===== src/rtl/uart_pkg.sv =====
// Shared UART types and framing constants for the rx path, tx path and baud generator setup.
`timescale 1ns/1ps
package uart_pkg;

    typedef enum logic [2:0] {
        IDLE,
        START,
        DATA,
        STOP,
        WAIT_HIGH
    } rx_state_t;

    localparam int UART_OVERSAMPLE = 16;
    localparam int UART_DATA_BITS  = 8;

endpackage


===== src/rtl/uart_sync2.sv =====
// Two-flop synchronizer for asynchronous inputs; 2-cycle latency, no backpressure.
`timescale 1ns/1ps
module uart_sync2 #(
    parameter int               WIDTH     = 1,
    parameter logic [WIDTH-1:0] RESET_VAL = '1
) (
    input  logic             i_Clk,
    input  logic             i_Rst,
    input  logic [WIDTH-1:0] i_D,
    output logic [WIDTH-1:0] o_Q
);

    logic [WIDTH-1:0] meta_q, meta_d;
    logic [WIDTH-1:0] sync_q, sync_d;

    always_comb begin
        meta_d = i_D;
        sync_d = meta_q;
    end

    always_ff @(posedge i_Clk or posedge i_Rst) begin
        if (i_Rst) begin
            meta_q <= RESET_VAL;
            sync_q <= RESET_VAL;
        end else begin
            meta_q <= meta_d;
            sync_q <= sync_d;
        end
    end

    assign o_Q = sync_q;

endmodule


===== src/rtl/uart_rx.sv =====
// 8N1 UART receiver on an oversampling tick; strobes one cycle after the stop-sample tick.
// No backpressure: o_Data/o_Valid must be taken when presented, framing errors pulse o_FrameErr.
`timescale 1ns/1ps
module uart_rx
    import uart_pkg::*;
#(
    parameter int OVERSAMPLE = UART_OVERSAMPLE,
    parameter int DATA_BITS  = UART_DATA_BITS
) (
    input  logic                 i_Clk,
    input  logic                 i_Rst,
    input  logic                 i_Tick,
    input  logic                 i_Rx,
    output logic [DATA_BITS-1:0] o_Data,
    output logic                 o_Valid,
    output logic                 o_FrameErr,
    output logic                 o_Busy
);

    localparam int CNT_W = $clog2(OVERSAMPLE);
    localparam int IDX_W = $clog2(DATA_BITS + 1);

    localparam logic [CNT_W-1:0] CNT_MID  = CNT_W'(OVERSAMPLE / 2 - 1);
    localparam logic [CNT_W-1:0] CNT_LAST = CNT_W'(OVERSAMPLE - 1);
    localparam logic [CNT_W-1:0] CNT_ONE  = CNT_W'(1);
    localparam logic [IDX_W-1:0] IDX_LAST = IDX_W'(DATA_BITS - 1);
    localparam logic [IDX_W-1:0] IDX_ONE  = IDX_W'(1);

    logic rx_s;

    rx_state_t              state_q, state_d;
    logic [CNT_W-1:0]       cnt_q, cnt_d;
    logic [IDX_W-1:0]       bit_idx_q, bit_idx_d;
    logic [DATA_BITS-1:0]   shreg_q, shreg_d;
    logic [DATA_BITS-1:0]   data_q, data_d;
    logic                   valid_q, valid_d;
    logic                   ferr_q, ferr_d;
    logic                   busy_q, busy_d;

    uart_sync2 #(
        .WIDTH     (1),
        .RESET_VAL (1'b1)
    ) u_rx_sync (
        .i_Clk (i_Clk),
        .i_Rst (i_Rst),
        .i_D   (i_Rx),
        .o_Q   (rx_s)
    );

    always_comb begin
        state_d   = state_q;
        cnt_d     = cnt_q;
        bit_idx_d = bit_idx_q;
        shreg_d   = shreg_q;
        data_d    = data_q;
        valid_d   = 1'b0;
        ferr_d    = 1'b0;

        case (state_q)
            IDLE: begin
                if (!rx_s) begin
                    state_d = START;
                    cnt_d   = '0;
                end
            end

            START: begin
                if (i_Tick) begin
                    if (cnt_q == CNT_MID) begin
                        // A high line at mid start bit is a glitch, not a frame.
                        if (!rx_s) begin
                            state_d   = DATA;
                            cnt_d     = '0;
                            bit_idx_d = '0;
                        end else begin
                            state_d = IDLE;
                        end
                    end else begin
                        cnt_d = cnt_q + CNT_ONE;
                    end
                end
            end

            DATA: begin
                if (i_Tick) begin
                    if (cnt_q == CNT_LAST) begin
                        shreg_d = {rx_s, shreg_q[DATA_BITS-1:1]};
                        cnt_d   = '0;
                        if (bit_idx_q == IDX_LAST) begin
                            state_d = STOP;
                        end else begin
                            bit_idx_d = bit_idx_q + IDX_ONE;
                        end
                    end else begin
                        cnt_d = cnt_q + CNT_ONE;
                    end
                end
            end

            STOP: begin
                if (i_Tick) begin
                    if (cnt_q == CNT_LAST) begin
                        cnt_d = '0;
                        if (rx_s) begin
                            data_d  = shreg_q;
                            valid_d = 1'b1;
                            state_d = IDLE;
                        end else begin
                            ferr_d  = 1'b1;
                            state_d = WAIT_HIGH;
                        end
                    end else begin
                        cnt_d = cnt_q + CNT_ONE;
                    end
                end
            end

            // Holding here through a break keeps it from decoding as 0x00 frames.
            WAIT_HIGH: begin
                if (rx_s) begin
                    state_d = IDLE;
                end
            end

            default: begin
                state_d = IDLE;
            end
        endcase

        busy_d = (state_d != IDLE);
    end

    always_ff @(posedge i_Clk or posedge i_Rst) begin
        if (i_Rst) begin
            state_q   <= IDLE;
            cnt_q     <= '0;
            bit_idx_q <= '0;
            shreg_q   <= '0;
            data_q    <= '0;
            valid_q   <= 1'b0;
            ferr_q    <= 1'b0;
            busy_q    <= 1'b0;
        end else begin
            state_q   <= state_d;
            cnt_q     <= cnt_d;
            bit_idx_q <= bit_idx_d;
            shreg_q   <= shreg_d;
            data_q    <= data_d;
            valid_q   <= valid_d;
            ferr_q    <= ferr_d;
            busy_q    <= busy_d;
        end
    end

    assign o_Data     = data_q;
    assign o_Valid    = valid_q;
    assign o_FrameErr = ferr_q;
    assign o_Busy     = busy_q;

endmodule


===== config.mk =====
export PLATFORM = sky130hd
export DESIGN_NAME = uart_rx
export DESIGN_NICKNAME = d
export VERILOG_FILES = /design/src/rtl/uart_pkg.sv /design/src/rtl/uart_sync2.sv /design/src/rtl/uart_rx.sv
export SDC_FILE = /design/constraint.sdc
export NUM_CORES = 1
export LEC_CHECK = 0
export ABC_AREA = 1
export CAP_MARGIN = 20
export CORE_ASPECT_RATIO = 2
export CORE_MARGIN = 2
export CORE_UTILIZATION = 55
export DETAILED_ROUTE_END_ITERATION = 16
export PLACE_DENSITY = 0.74
export SETUP_SLACK_MARGIN = 0.3
export SLEW_MARGIN = 20
export SYNTH_ARGS = -nofsm -noshare
export SYNTH_HDL_FRONTEND = slang
export SYNTH_SLANG_ARGS = --single-unit

===== constraint.sdc =====
create_clock -name i_Clk -period 1.93 [get_ports i_Clk]
set_clock_uncertainty 0.2 [all_clocks]
set_input_delay 0.2895 -clock i_Clk [delete_from_list [all_inputs] [get_ports i_Clk]]
set_output_delay 0.2895 -clock i_Clk [all_outputs]
set_load 0.005 [all_outputs]

==> impl.org, run 1 <==
** STA
- Static timing analysis puts the maximum clock frequency at slightly above 600 MHz.
- Dividing the final minimum period by the clock period gives between 80% and 90%.
- Unrepaired setup endpoints after global routing :: true
- Setup Viol. Count Final :: 0
- For the finished layout, the period the worst path requires is between 1.5 and 2 ns.
- Summed over all failing endpoints, the final setup total negative slack is 0 ns.
- Total count of hold-check failures in the final report :: 0
- Slew margin rel. :: between 70% and 80%
- The final count of pins violating max slew is 0.
- For the pin with the worst max-slew slack, the measured transition is slightly above 0.4 ns.

** Die
- Area enclosed by the die boundary :: between 3000 and 4000 sq um
- Total core area :: about 2800 sq um
- Count of pins on the block boundary :: 15
- The floorplan step set the die width to ~42 microns.
- Std-Cell Rows :: 27
- The initial utilization of the core area, before any placement, comes to 58.1%.
- In this run the vertical extent of the chip is a little over 80 microns.

** Setup path
- The worst register-to-register path has a setup slack of 0.28 ns.
- Register-to-Register Path Depth :: 8
- The worst setup path is captured at a register.
- In this run the worst setup path terminates at bit_idx_q[2].
- Critical Path RT :: ~1.9 ns
- Start of the worst register-to-register path :: state_q[1]
- In this run the worst path has a maximum fanout of 4.
- STA classifies the critical path startpoint as a register.
- Worst setup path startpoint :: state_q[1]
- Signal arrival time at the worst endpoint :: ~1.6 ns
- Worst setup path category :: reg -> reg
- Destination of the worst register-to-register timing path :: bit_idx_q[2]

** Logic synthesis
- Dominant cells by area after synthesis :: sky130_fd_sc_hd__dfrtp_1, sky130_fd_sc_hd__nand2_1, sky130_fd_sc_hd__o21ai_2, sky130_fd_sc_hd__inv_1, sky130_fd_sc_hd__nand3_1
- Post-Syn Area per Cell :: 8.65 sq um
- Yosys Warn Count :: 0
- After technology mapping, the gate count stands at approximately 190.
- The biggest area contributor in the post-synthesis netlist is sky130_fd_sc_hd__dfrtp_1.
- Synth Cell Area :: 1610 sq um
- Post-synth top area share :: 46.7%
- The synthesized design contains 32 register bits.
- Sequential cell area fraction in the yosys report :: around half
- When the netlist entered floorplanning its net count stood at about 190.
- The number of different library cells used by synthesis comes to 22.

** Clock network
- Depth of the CTS H-tree :: 2
- Reg clk slew, reported paths :: ~0.07 ns
- Clock buffers created by TritonCTS :: 5
- TritonCTS clock tree :: yes
- Quantity of hold-fixing buffers added after cts :: 0
- Clock tree buffer depth :: 2
- CTS sink count :: 32
- CTS placed an instance of sky130_fd_sc_hd__clkbuf_8 at the clock tree root.
- The later pin in the worst-skew pair is clocked with a latency of 0.28 ns.

** Finish
- Most common library cell in the layout ignoring fill and taps :: sky130_fd_sc_hd__nand2_1
- Area of all sequential standard cells :: around 810 sq um
- The number of antenna diodes in the final layout is 0.
- Summing all multi-input logic gate instances after layout gives roughly 870 sq um.
- Commonest cells after routing, fill and taps aside :: sky130_fd_sc_hd__nand2_1, sky130_fd_sc_hd__dfrtp_1, sky130_fd_sc_hd__inv_1
- For this run, the number of standard cells in the final layout without fillers is approximately 260.
- In the final layout, the share of cells above drive strength 1 is a little over two fifths.
- # nets final :: between 200 and 250
- Number of fill cells in the layout :: between 150 and 200
- Synth-to-layout area growth :: 43.6%

** Place
- IO Port Bufs :: 14
- Routability-driven placement finished with a final weighted congestion of approximately 0.93.
- Summed over all nets, the half-perimeter wirelength after detailed placement is about 2400 microns.
- # placed instances :: between 200 and 250

** Global routing
- Antenna violations before repair :: 0
- Global-route wire length before repair :: 6420 microns
- Across every metal layer, demand over resource in global routing totals approximately 25%.
- Via count of the first global-routing pass :: between 1,000 and 1,500
- Overall overflow remaining after global route :: 0
- Entering global routing, the biggest net connects 33 pins.

** Run
- Max cap viols :: 0

** Power
- The analysis attributes to cell leakage a power of roughly 1.2 nW.
- In this run the power density over the cells is between 1000 and 1500 nW/um^2.
- Internal power consumption :: about 1.5 mW
- In this run, the clock network consumes between 20% and 30% of the power.
- NetSw :: a little under 1 mW
- Relative contribution of sequential cells to total power :: between 30% and 40%
- IR analysis of the VDD net gives a maximum drop of between 1 and 1.5 mV.
- In this run switching power makes up between 40% and 50% of total power.
- Combinational power share :: 41.9%

** Route
- Count of unresolved DRC violations after routing :: 0
- Vias after detailed routing :: 1,425
- Avg Vias per Cell :: about 5.5
- In the final routed layout, each cell accounts on average for around 16 microns.
- The count of nets left with antenna violations once routing finished came out at 0.
- Detailed Route Iter0 Violations :: 27
- Total wire length after detailed routing :: 4050 microns
- Drt pass-1 iters :: 4

** Worst hold path
- Worst min-delay path class :: reg -> reg

** Outcome
- The flow ran to the end, and the final reports show no timing, DRC or antenna violations.
## per-layer routing
| metal | vias up | wire (microns) | track usage (%) |
|---|---|---|---|
| li1 | 666 | - | - |
| met5 | - | 0 | 0 |
| met4 | 0 | 100 | 8.75 |
| met2 | 30 | 2500 | 47.7 |
| met3 | 13 | 77 | 3.82 |
| met1 | 716 | 1370 | 25.8 |
## sequential cells by signal, indices dropped and copies added, names as in the netlist, 3 cells and up
register   count
shreg_q        8
o_Data         8
state_q        3
cnt_q          4
bit_idx_q      4
## worst max-delay path, stage by stage (launching register included)
cell and delay [ns]:
sky130_fd_sc_hd__dfrtp_1 0.48, sky130_fd_sc_hd__inv_2 0.15, sky130_fd_sc_hd__nand3_1 0.13, sky130_fd_sc_hd__nor2_2 0.17
sky130_fd_sc_hd__nor2_1 0.08, sky130_fd_sc_hd__nor2_2 0.14, sky130_fd_sc_hd__nand2_1 0.08, sky130_fd_sc_hd__nand2_1 0.07
sky130_fd_sc_hd__nand2_1 0.05
## cell usage after synthesis
cell type and number:
sky130_fd_sc_hd__buf_6 2, sky130_fd_sc_hd__nand3_4 1, sky130_fd_sc_hd__nand3_2 1, sky130_fd_sc_hd__nand2_4 2, sky130_fd_sc_hd__o21a_1 1, sky130_fd_sc_hd__xor2_1 3, sky130_fd_sc_hd__o21ai_1 1, sky130_fd_sc_hd__inv_1 27
sky130_fd_sc_hd__nand3_1 17, sky130_fd_sc_hd__dfstp_2 2, sky130_fd_sc_hd__nand2_1 49, sky130_fd_sc_hd__o21ai_2 15, sky130_fd_sc_hd__nor2_2 3, sky130_fd_sc_hd__nor2_1 16, sky130_fd_sc_hd__o21ai_0 3, sky130_fd_sc_hd__inv_2 1
sky130_fd_sc_hd__ha_1 2, sky130_fd_sc_hd__nand2_2 5, sky130_fd_sc_hd__dfrtp_1 30, sky130_fd_sc_hd__a21oi_1 2, sky130_fd_sc_hd__nor2_4 2, sky130_fd_sc_hd__nand4_1 1
## through the flow
step           instance area (sq um)  total power [mW]  setup WS, ns  hold slack [ns]  utilization, %
2_1_floorplan                   1610              1.38         0.385           0.0940               -
3_3_place_gp                    1780              1.52         0.123            0.145            64.2
3_5_place_dp                    1780              1.55        0.0650            0.151            64.2
4_1_cts                         2070              2.23         0.244            0.160            74.8
5_1_grt                         2310              2.60         0.163            0.169            83.4
6_report                        2310              2.46         0.275            0.161            83.4
## cells by family (layout without fill, tap and decap cells)
kind of cell,count (synthesis),count (layout),synth area share [%]
XOR/XNOR,3,3,1.63
AND/OR/NAND/NOR,97,98,28.5
buffers and inverters,30,73,7.93
adder cells (fa/ha/maj),2,2,1.55
AO/OA/AOI/OAI,22,22,10.5
flip-flops,32,32,49.9
## worst min-delay path by stage
stage	from	endpoint	slack [ns]	cells after the start
floorplan	i_Rx	u_rx_sync.meta_q	0.09	0
global placement	u_rx_sync.meta_q	u_rx_sync.o_Q	0.15	0
CTS	u_rx_sync.meta_q	u_rx_sync.o_Q	0.16	0
detailed placement	u_rx_sync.meta_q	u_rx_sync.o_Q	0.15	0
finish	u_rx_sync.meta_q	u_rx_sync.o_Q	0.16	0
global route	u_rx_sync.meta_q	u_rx_sync.o_Q	0.17	0
## what timing repair did
action,in CTS,in global routing
resized for setup,12,55
endpoints found under the setup margin,30,31
pin swaps,3,14
setup buffers,13,8
cloned,1,0
## cell type report
type,count,share of cell area [%]
Clock buffer,8,3.90
Sequential cell,32,34.9
Timing Repair Buffer,37,17.3
Inverter,28,4.66
Tap cell,29,1.57
Multi-Input combinational cell,125,37.7
## power groups by stage
stage               combinational, mW  clock (mW)  sequential, mW
floorplan                       0.523           0           0.858
global placement                0.644           0           0.875
detailed placement              0.671           0           0.879
CTS                             0.821       0.534           0.876
global route                     1.13       0.558           0.915
finish                           1.03       0.523           0.905
No activity file was read; power rests on OpenSTA's default activity.
==> run 2, diff against run 1 <==
Clock period 1.93 ns to 2.01 ns, I/O delays scaled along.
==> impl.org, run 2 (same netlist as run 1, synthesis figures left out) <==
** Place
- Placement-stage cell area :: 1780 sq um
- Summed over all nets, the half-perimeter wirelength after detailed placement is between 2000 and 2500 microns.
- IO Port Bufs :: 14
- RePlAce Congestion :: between 0.9 and 1

** Global routing
- The initial antenna violation count was 0.
- The number of global-route vias before repair was approximately 1,400.
- After global routing the overflow that remains totals 0.
- Global-route wire length before repair :: about 6000 microns
- Gr usage total :: 23.2%
- Entering global routing, the biggest net connects 33 pins.

** Finish
- For this run, the share of the core covered by cells in the final layout is 74.0%.
- Commonest cells after routing, fill and taps aside :: sky130_fd_sc_hd__nand2_1, sky130_fd_sc_hd__dfrtp_1, sky130_fd_sc_hd__inv_1
- Synth-to-layout area growth :: 27.4%
- The library cell used most frequently in the layout, excluding fill and tap cells, is sky130_fd_sc_hd__nand2_1.
- The post-route netlist has about 28% of its cells at a drive strength greater than 1.
- Final cell area excluding filler cells :: just over 2000 sq um
- # nets final :: between 200 and 250
- Antenna cells :: 0

** STA
- For the pin with the worst max-slew slack, the measured transition is approximately 0.40 ns.
- Minimum hold slack :: 0.160 ns
- Final setup TNS :: 0 ns
- Final Slew Violations :: 0
- Of the available clock period, the critical path in the final layout requires a little over four fifths.
- Timing would allow up to ~600 MHz.
- Setup Viol. Count Final :: 0
- Setup repair after global routing could not meet its margin everywhere.
- Slew margin rel. :: between 70% and 80%
- Total count of hold-check failures in the final report :: 0
- Min cycle time layout :: roughly 1.7 ns

** Power
- Pleak :: between 0.9 and 1 nW
- Portion of total power attributed to the clock network :: approximately a quarter
- Dividing total power by cell area gives a power density of about 1000 nW/um^2.
- Internal power comes to 1.31 mW.
- The worst-case IR drop observed on VDD is between 0.9 and 1 mV.
- Switching Share :: a little under two fifths
- Combinational power share :: between 30% and 40%
- NetSw :: around 0.80 mW
- Registers are responsible for around two fifths of the overall power.

** Clock network
- Depth of the CTS H-tree :: 2
- TritonCTS built the clock tree.
- At the later pin of the worst-skew pair, clock insertion delay measures roughly 0.28 ns.
- Buffers inserted during clock tree synthesis total 5.
- For this design, the sink count on the clock tree is 32.
- The clock passes through at most 2 buffers.
- Buffers inserted to repair hold after CTS numbered 0.
- Root Driver :: sky130_fd_sc_hd__clkbuf_8
- Reg clk slew, reported paths :: about 0.070 ns

** Worst hold path
- The min-delay analysis places its worst path in the category reg -> reg.
- Counting instances, the worst hold path has a depth of 0.

** Route
- In the routed design, unresolved DRC markers number 0.
- Count of antenna-violating nets left after detailed routing :: 0
- Vias after detailed routing :: approximately 1,300
- Drt pass-1 iters :: 4
- Total wire length after detailed routing :: 3450 microns
- Using the TritonRoute via totals, the vias-per-cell ratio works out to 5.40.
- After detailed routing, the average wire length per cell comes to ~14 microns.
- Detailed Route Iter0 Violations :: 27

** Setup path
- The worst setup path is captured at a register.
- CP startpoint kind :: register
- Highest net fanout along the worst path :: 8
- For the worst flop-to-flop path, the logic depth is 7.
- Signal arrival time at the worst endpoint :: ~1.6 ns
- The critical path in this run is classified as reg -> reg.
- For the worst setup path, the data required time is about 2.0 ns.

** Outcome
- The run finished with clean final reports.

** Die
- Std-Cell Rows :: 27
- Die Ht :: slightly above 80 microns
- Count of pins on the block boundary :: 15
- Total core area :: ~2800 sq um
- In this run the horizontal extent of the chip is 42.2 microns.
- Once the floorplan was initialized, standard cells occupied 58.1% of the core.
- Area enclosed by the die boundary :: 3400 sq um

** Run
- Across the run, the number of max-cap violations was 0.
run 2: changes by cell type in the layout (fill, tap and decap cells not counted), moves of 6 or more:
cell,change
sky130_fd_sc_hd__nand2_4,-7
sky130_fd_sc_hd__nand2_2,-6
sky130_fd_sc_hd__nand2_1,+13
sky130_fd_sc_hd__buf_4,-6
sky130_fd_sc_hd__dlymetal6s2s_1,-6
sky130_fd_sc_hd__clkdlybuf4s50_1,+8
run 2: worst paths after layout:
kind / slack, ns / from / endpoint
setup / recovery: 0.33 / cnt_q[1] / o_Data[6]
hold / removal: 0.16 / u_rx_sync.meta_q / u_rx_sync.o_Q
setup reg to reg: 0.33 / cnt_q[1] / o_Data[6]
hold reg to reg: 0.16 / u_rx_sync.meta_q / u_rx_sync.o_Q
max in group asynchronous: 1.07 / i_Rst / u_rx_sync.meta_q
min in group asynchronous: 0.22 / i_Rst / o_Busy
run 2: power groups by stage:
stage	clock, mW	combinational [mW]	sequential [mW]
6_report	0.502	0.758	0.848
5_1_grt	0.535	0.876	0.861
4_1_cts	0.513	0.706	0.837
3_5_place_dp	0	0.645	0.844
3_3_place_gp	0	0.619	0.840
2_1_floorplan	0	0.502	0.824
run 2: worst max-delay path: stages, from the launching register on:
cell and delay, ns:
sky130_fd_sc_hd__dfrtp_1 0.40, sky130_fd_sc_hd__ha_4 0.19, sky130_fd_sc_hd__nand3_4 0.09, sky130_fd_sc_hd__nor2_4 0.21, sky130_fd_sc_hd__buf_12 0.14, sky130_fd_sc_hd__nand3_4 0.15, sky130_fd_sc_hd__nand2_1 0.12, sky130_fd_sc_hd__o21ai_2 0.06
run 2: per-layer routing:
metal | track usage, % | part of all wire (%) | vias to the layer above
met4 | 8.44 | 2.3 | 0
met3 | 3.60 | 2.1 | 9
li1 | - | - | 645
met2 | 45.2 | 60 | 26
met1 | 23.8 | 36 | 659
met5 | 0 | 0 | -
run 2: per-stage QoR:
stage	setup WS [ns]	cells	total power [mW]
floorplan	0.465	186	1.33
global placement	0.191	229	1.46
detailed placement	0.133	229	1.49
CTS	0.301	240	2.06
global route	0.243	248	2.27
finish	0.330	248	2.11
run 2: repair_timing:
item                       CTS  global route
gates resized for setup      4            13
setup buffers                2             8
pin swaps                    2             5
setup endpoints to repair   14            18
cloned                       1             0
run 2: final cells by class:
class	instances	area, sq um
clock buffers	8	90.1
repair buffers	26	268
multi-input cells	125	747
inverters	28	105
flip-flops and latches	32	805
well taps	29	36.3
fillers	213	719
==> run 3, diff against run 2 <==
Settings changed: CORE_UTILIZATION 55 to 50, PLACE_DENSITY 0.74 to 0.71.
Clock period 2.01 ns to 1.5 ns, I/O delays scaled along.
==> impl.org, run 3 (same netlist as run 1, synthesis figures left out) <==
** Die
- In this run the horizontal extent of the chip is between 40 and 50 microns.
- Area enclosed by the die boundary :: 3720 sq um
- Once the floorplan was initialized, standard cells occupied between 50 and 60% of the core.
- The floorplan step defined a core boundary enclosing around 3100 sq um.
- Count of pins on the block boundary :: 15
- Std-Cell Rows :: 29
- Die Ht :: 84.2 microns

** STA
- Total count of hold-check failures in the final report :: 0
- Transition time of the tightest slew-check pin :: between 0.2 and 0.3 ns
- The final critical path takes up 109% of the cycle.
- Setup Viol. Count Final :: 25
- Unrepaired setup endpoints after global routing :: true
- Final Slew Violations :: 0
- Across all setup checks in the final design, the least slack found is -0.134 ns.
- In this run the tightest slew margin relative to its limit is between 80% and 90%.
- For the finished layout, the period the worst path requires is 1.63 ns.
- Minimum hold slack :: 0.0657 ns
- Achievable frequency :: slightly above 600 MHz

** Setup path
- Worst setup path startpoint :: state_q[2]
- Among all stages on the critical path, the largest delay is contributed by sky130_fd_sc_hd__dfrtp_1.
- Critical Path RT :: ~1.5 ns
- The worst setup path is captured at a register.
- Count of buffer and inverter cells on the critical path :: 2
- Register-to-Register Path Depth :: 9
- The cell that appears most often on the critical path is sky130_fd_sc_hd__nand2_1.
- CP startpoint kind :: register
- The largest single stage delay on the critical path is 0.39 ns.
- The critical path goes through inv_2 > buf_6 > nand3_4 > nor2_4 > nor2_2 > nor2_2 > nand2_1 > nand2_1 > nand2_1.
- Highest net fanout along the worst path :: 4
- Setup slack on the worst reg-to-reg path comes out at -0.13 ns.
- The cell family contributing the most delay on the critical path is simple AND/OR/NAND/NOR gates.
- For the worst setup path, the data arrival time is about 1.6 ns.
- Worst setup path category :: reg -> reg
- The endpoint identified for the worst register-to-register timing path is bit_idx_q[2].
- In this run the critical register-to-register path is launched from state_q[2].
- Number of cells on the critical path :: 9

** Place
- Input and output buffers added on the ports amount to 14.
- # placed instances :: roughly 250
- After detailed placement, the total cell area comes to between 1500 and 2000 sq um.
- HPWL reported at the end of detailed placement :: roughly 2600 microns
- Routability-driven placement finished with a final weighted congestion of between 0.9 and 1.

** Route
- Drt pass-1 iters :: 4
- The first routing iteration left 50 violations.
- Count of unresolved DRC violations after routing :: 0
- Routed length per instance :: ~17 microns
- Total wire length after detailed routing :: about 4900 microns
- Detailed routing inserted a total of between 1,500 and 2,000 vias.
- Once detail routing completed, the nets flagged for antenna violations numbered 0.
- Avg Vias per Cell :: 5.45

** Power
- The clock network accounts for between 10% and 20% of the total power.
- Areal power density over the cells :: between 1000 and 1500 nW/um^2
- The analysis attributes to cell leakage a power of between 1 and 1.5 nW.
- Switching Share :: between 40% and 50%
- Maximum vdd ir drop :: around 1.1 mV
- Relative contribution of sequential cells to total power :: 31.4%
- Per report_power, the combinational group accounts for approximately half of the total.
- NetSw :: around 1.5 mW
- Internal power consumption :: between 2 and 2.5 mW

** Finish
- Finished Layout Cells :: 290
- Share of post-route cells with drive strength above 1 :: a little over half
- Compared with the post-synthesis result, the final layout area differs by 55.2%.
- Most common library cell in the layout ignoring fill and taps :: sky130_fd_sc_hd__nand2_1
- # nets final :: ~260
- Summing all non-filler instances in the final layout gives an area of between 2000 and 2500 sq um.
- Antenna cells :: 0
- Commonest cells after routing, fill and taps aside :: sky130_fd_sc_hd__nand2_1, sky130_fd_sc_hd__buf_4, sky130_fd_sc_hd__dfrtp_1

** Outcome
- Outcome :: complete, but fails checks
- The checks that failed: setup timing.

** Clock network
- TritonCTS clock tree :: yes
- No sink is reached through more buffers than the 2 on the longest clock path.
- Clock latency of the later-clocked register in the worst-skew pair :: approximately 0.29 ns
- The clock drives 32 sinks.
- Reg clk slew, reported paths :: approximately 0.07 ns
- The tree is rooted in a sky130_fd_sc_hd__clkbuf_8.
- Depth of the CTS H-tree :: 2
- Clock tree synthesis inserted a total of 5 buffers.

** Global routing
- Antenna violations before repair :: 0
- In the global route stage, overall resource usage came out at a little over a quarter.
- Entering global routing, the biggest net connects 33 pins.
- The number of global-route vias before repair was 1,652.
- Global routing finished with a remaining overflow of 0.
- Global-route wire length before repair :: 7230 microns

** Worst hold path
- The worst hold path belongs to the class in -> async.

** Run
- Max cap viols :: 0
## run 3: area by class of cell
| type | count | area [sq um] |
|---|---|---|
| clock buffers | 8 | 90.1 |
| fillers | 185 | 623 |
| inverters | 28 | 105 |
| multi-input cells | 127 | 931 |
| flip-flops and latches | 32 | 806 |
| well taps | 31 | 38.8 |
| repair buffers | 64 | 527 |
## run 3: tightest hold or removal path, stage by stage
cell and delay [ns]:
sky130_fd_sc_hd__clkdlybuf4s50_1 0.39, sky130_fd_sc_hd__inv_1 0.09, sky130_fd_sc_hd__buf_12 0.21
## run 3: power by group through the flow
stage                     Sequential, mW  Combinational [mW]  Clock [mW]
after floorplan                     1.13               0.718           0
after global placement              1.13                1.10           0
after detailed placement            1.14                1.14           0
after CTS                           1.13                1.42       0.699
after global routing                1.16                1.95       0.731
final                               1.15                1.82       0.694
## run 3: worst max path at each step
stage	end	slack, ns
2_1_floorplan	o_Data[1]	-0.006
3_3_place_gp	o_Data[6]	-0.20
3_5_place_dp	o_Data[5]	-0.21
4_1_cts	o_Data[1]	-0.07
5_1_grt	bit_idx_q[2]	-0.20
6_report	bit_idx_q[2]	-0.13
## run 3: timing repair
item                                    CTS  global route
hold buffers                              0             0
cloned                                    3             0
endpoints found under the setup margin   41            41
buffers inserted                         16            10
gates resized for setup                  70            35
pin swaps                                12             6
## run 3: per-stage QoR
step	setup slack [ns]	util [%]	setup TNS [ns]	power, mW
floorplan	-0.00583	-	-0.0146	1.85
global placement	-0.205	63.8	-4.27	2.23
detailed placement	-0.208	63.8	-4.51	2.28
CTS	-0.0724	73.2	-0.957	3.25
global route	-0.199	80.0	-3.93	3.83
finish	-0.134	80.0	-1.94	3.66
## run 3: metal layers
metal	GRT usage [%]	part of all wire [%]
met1	26.3	33
met2	47.2	58
met3	5.38	3.4
met4	16.3	5.8
met5	0	0
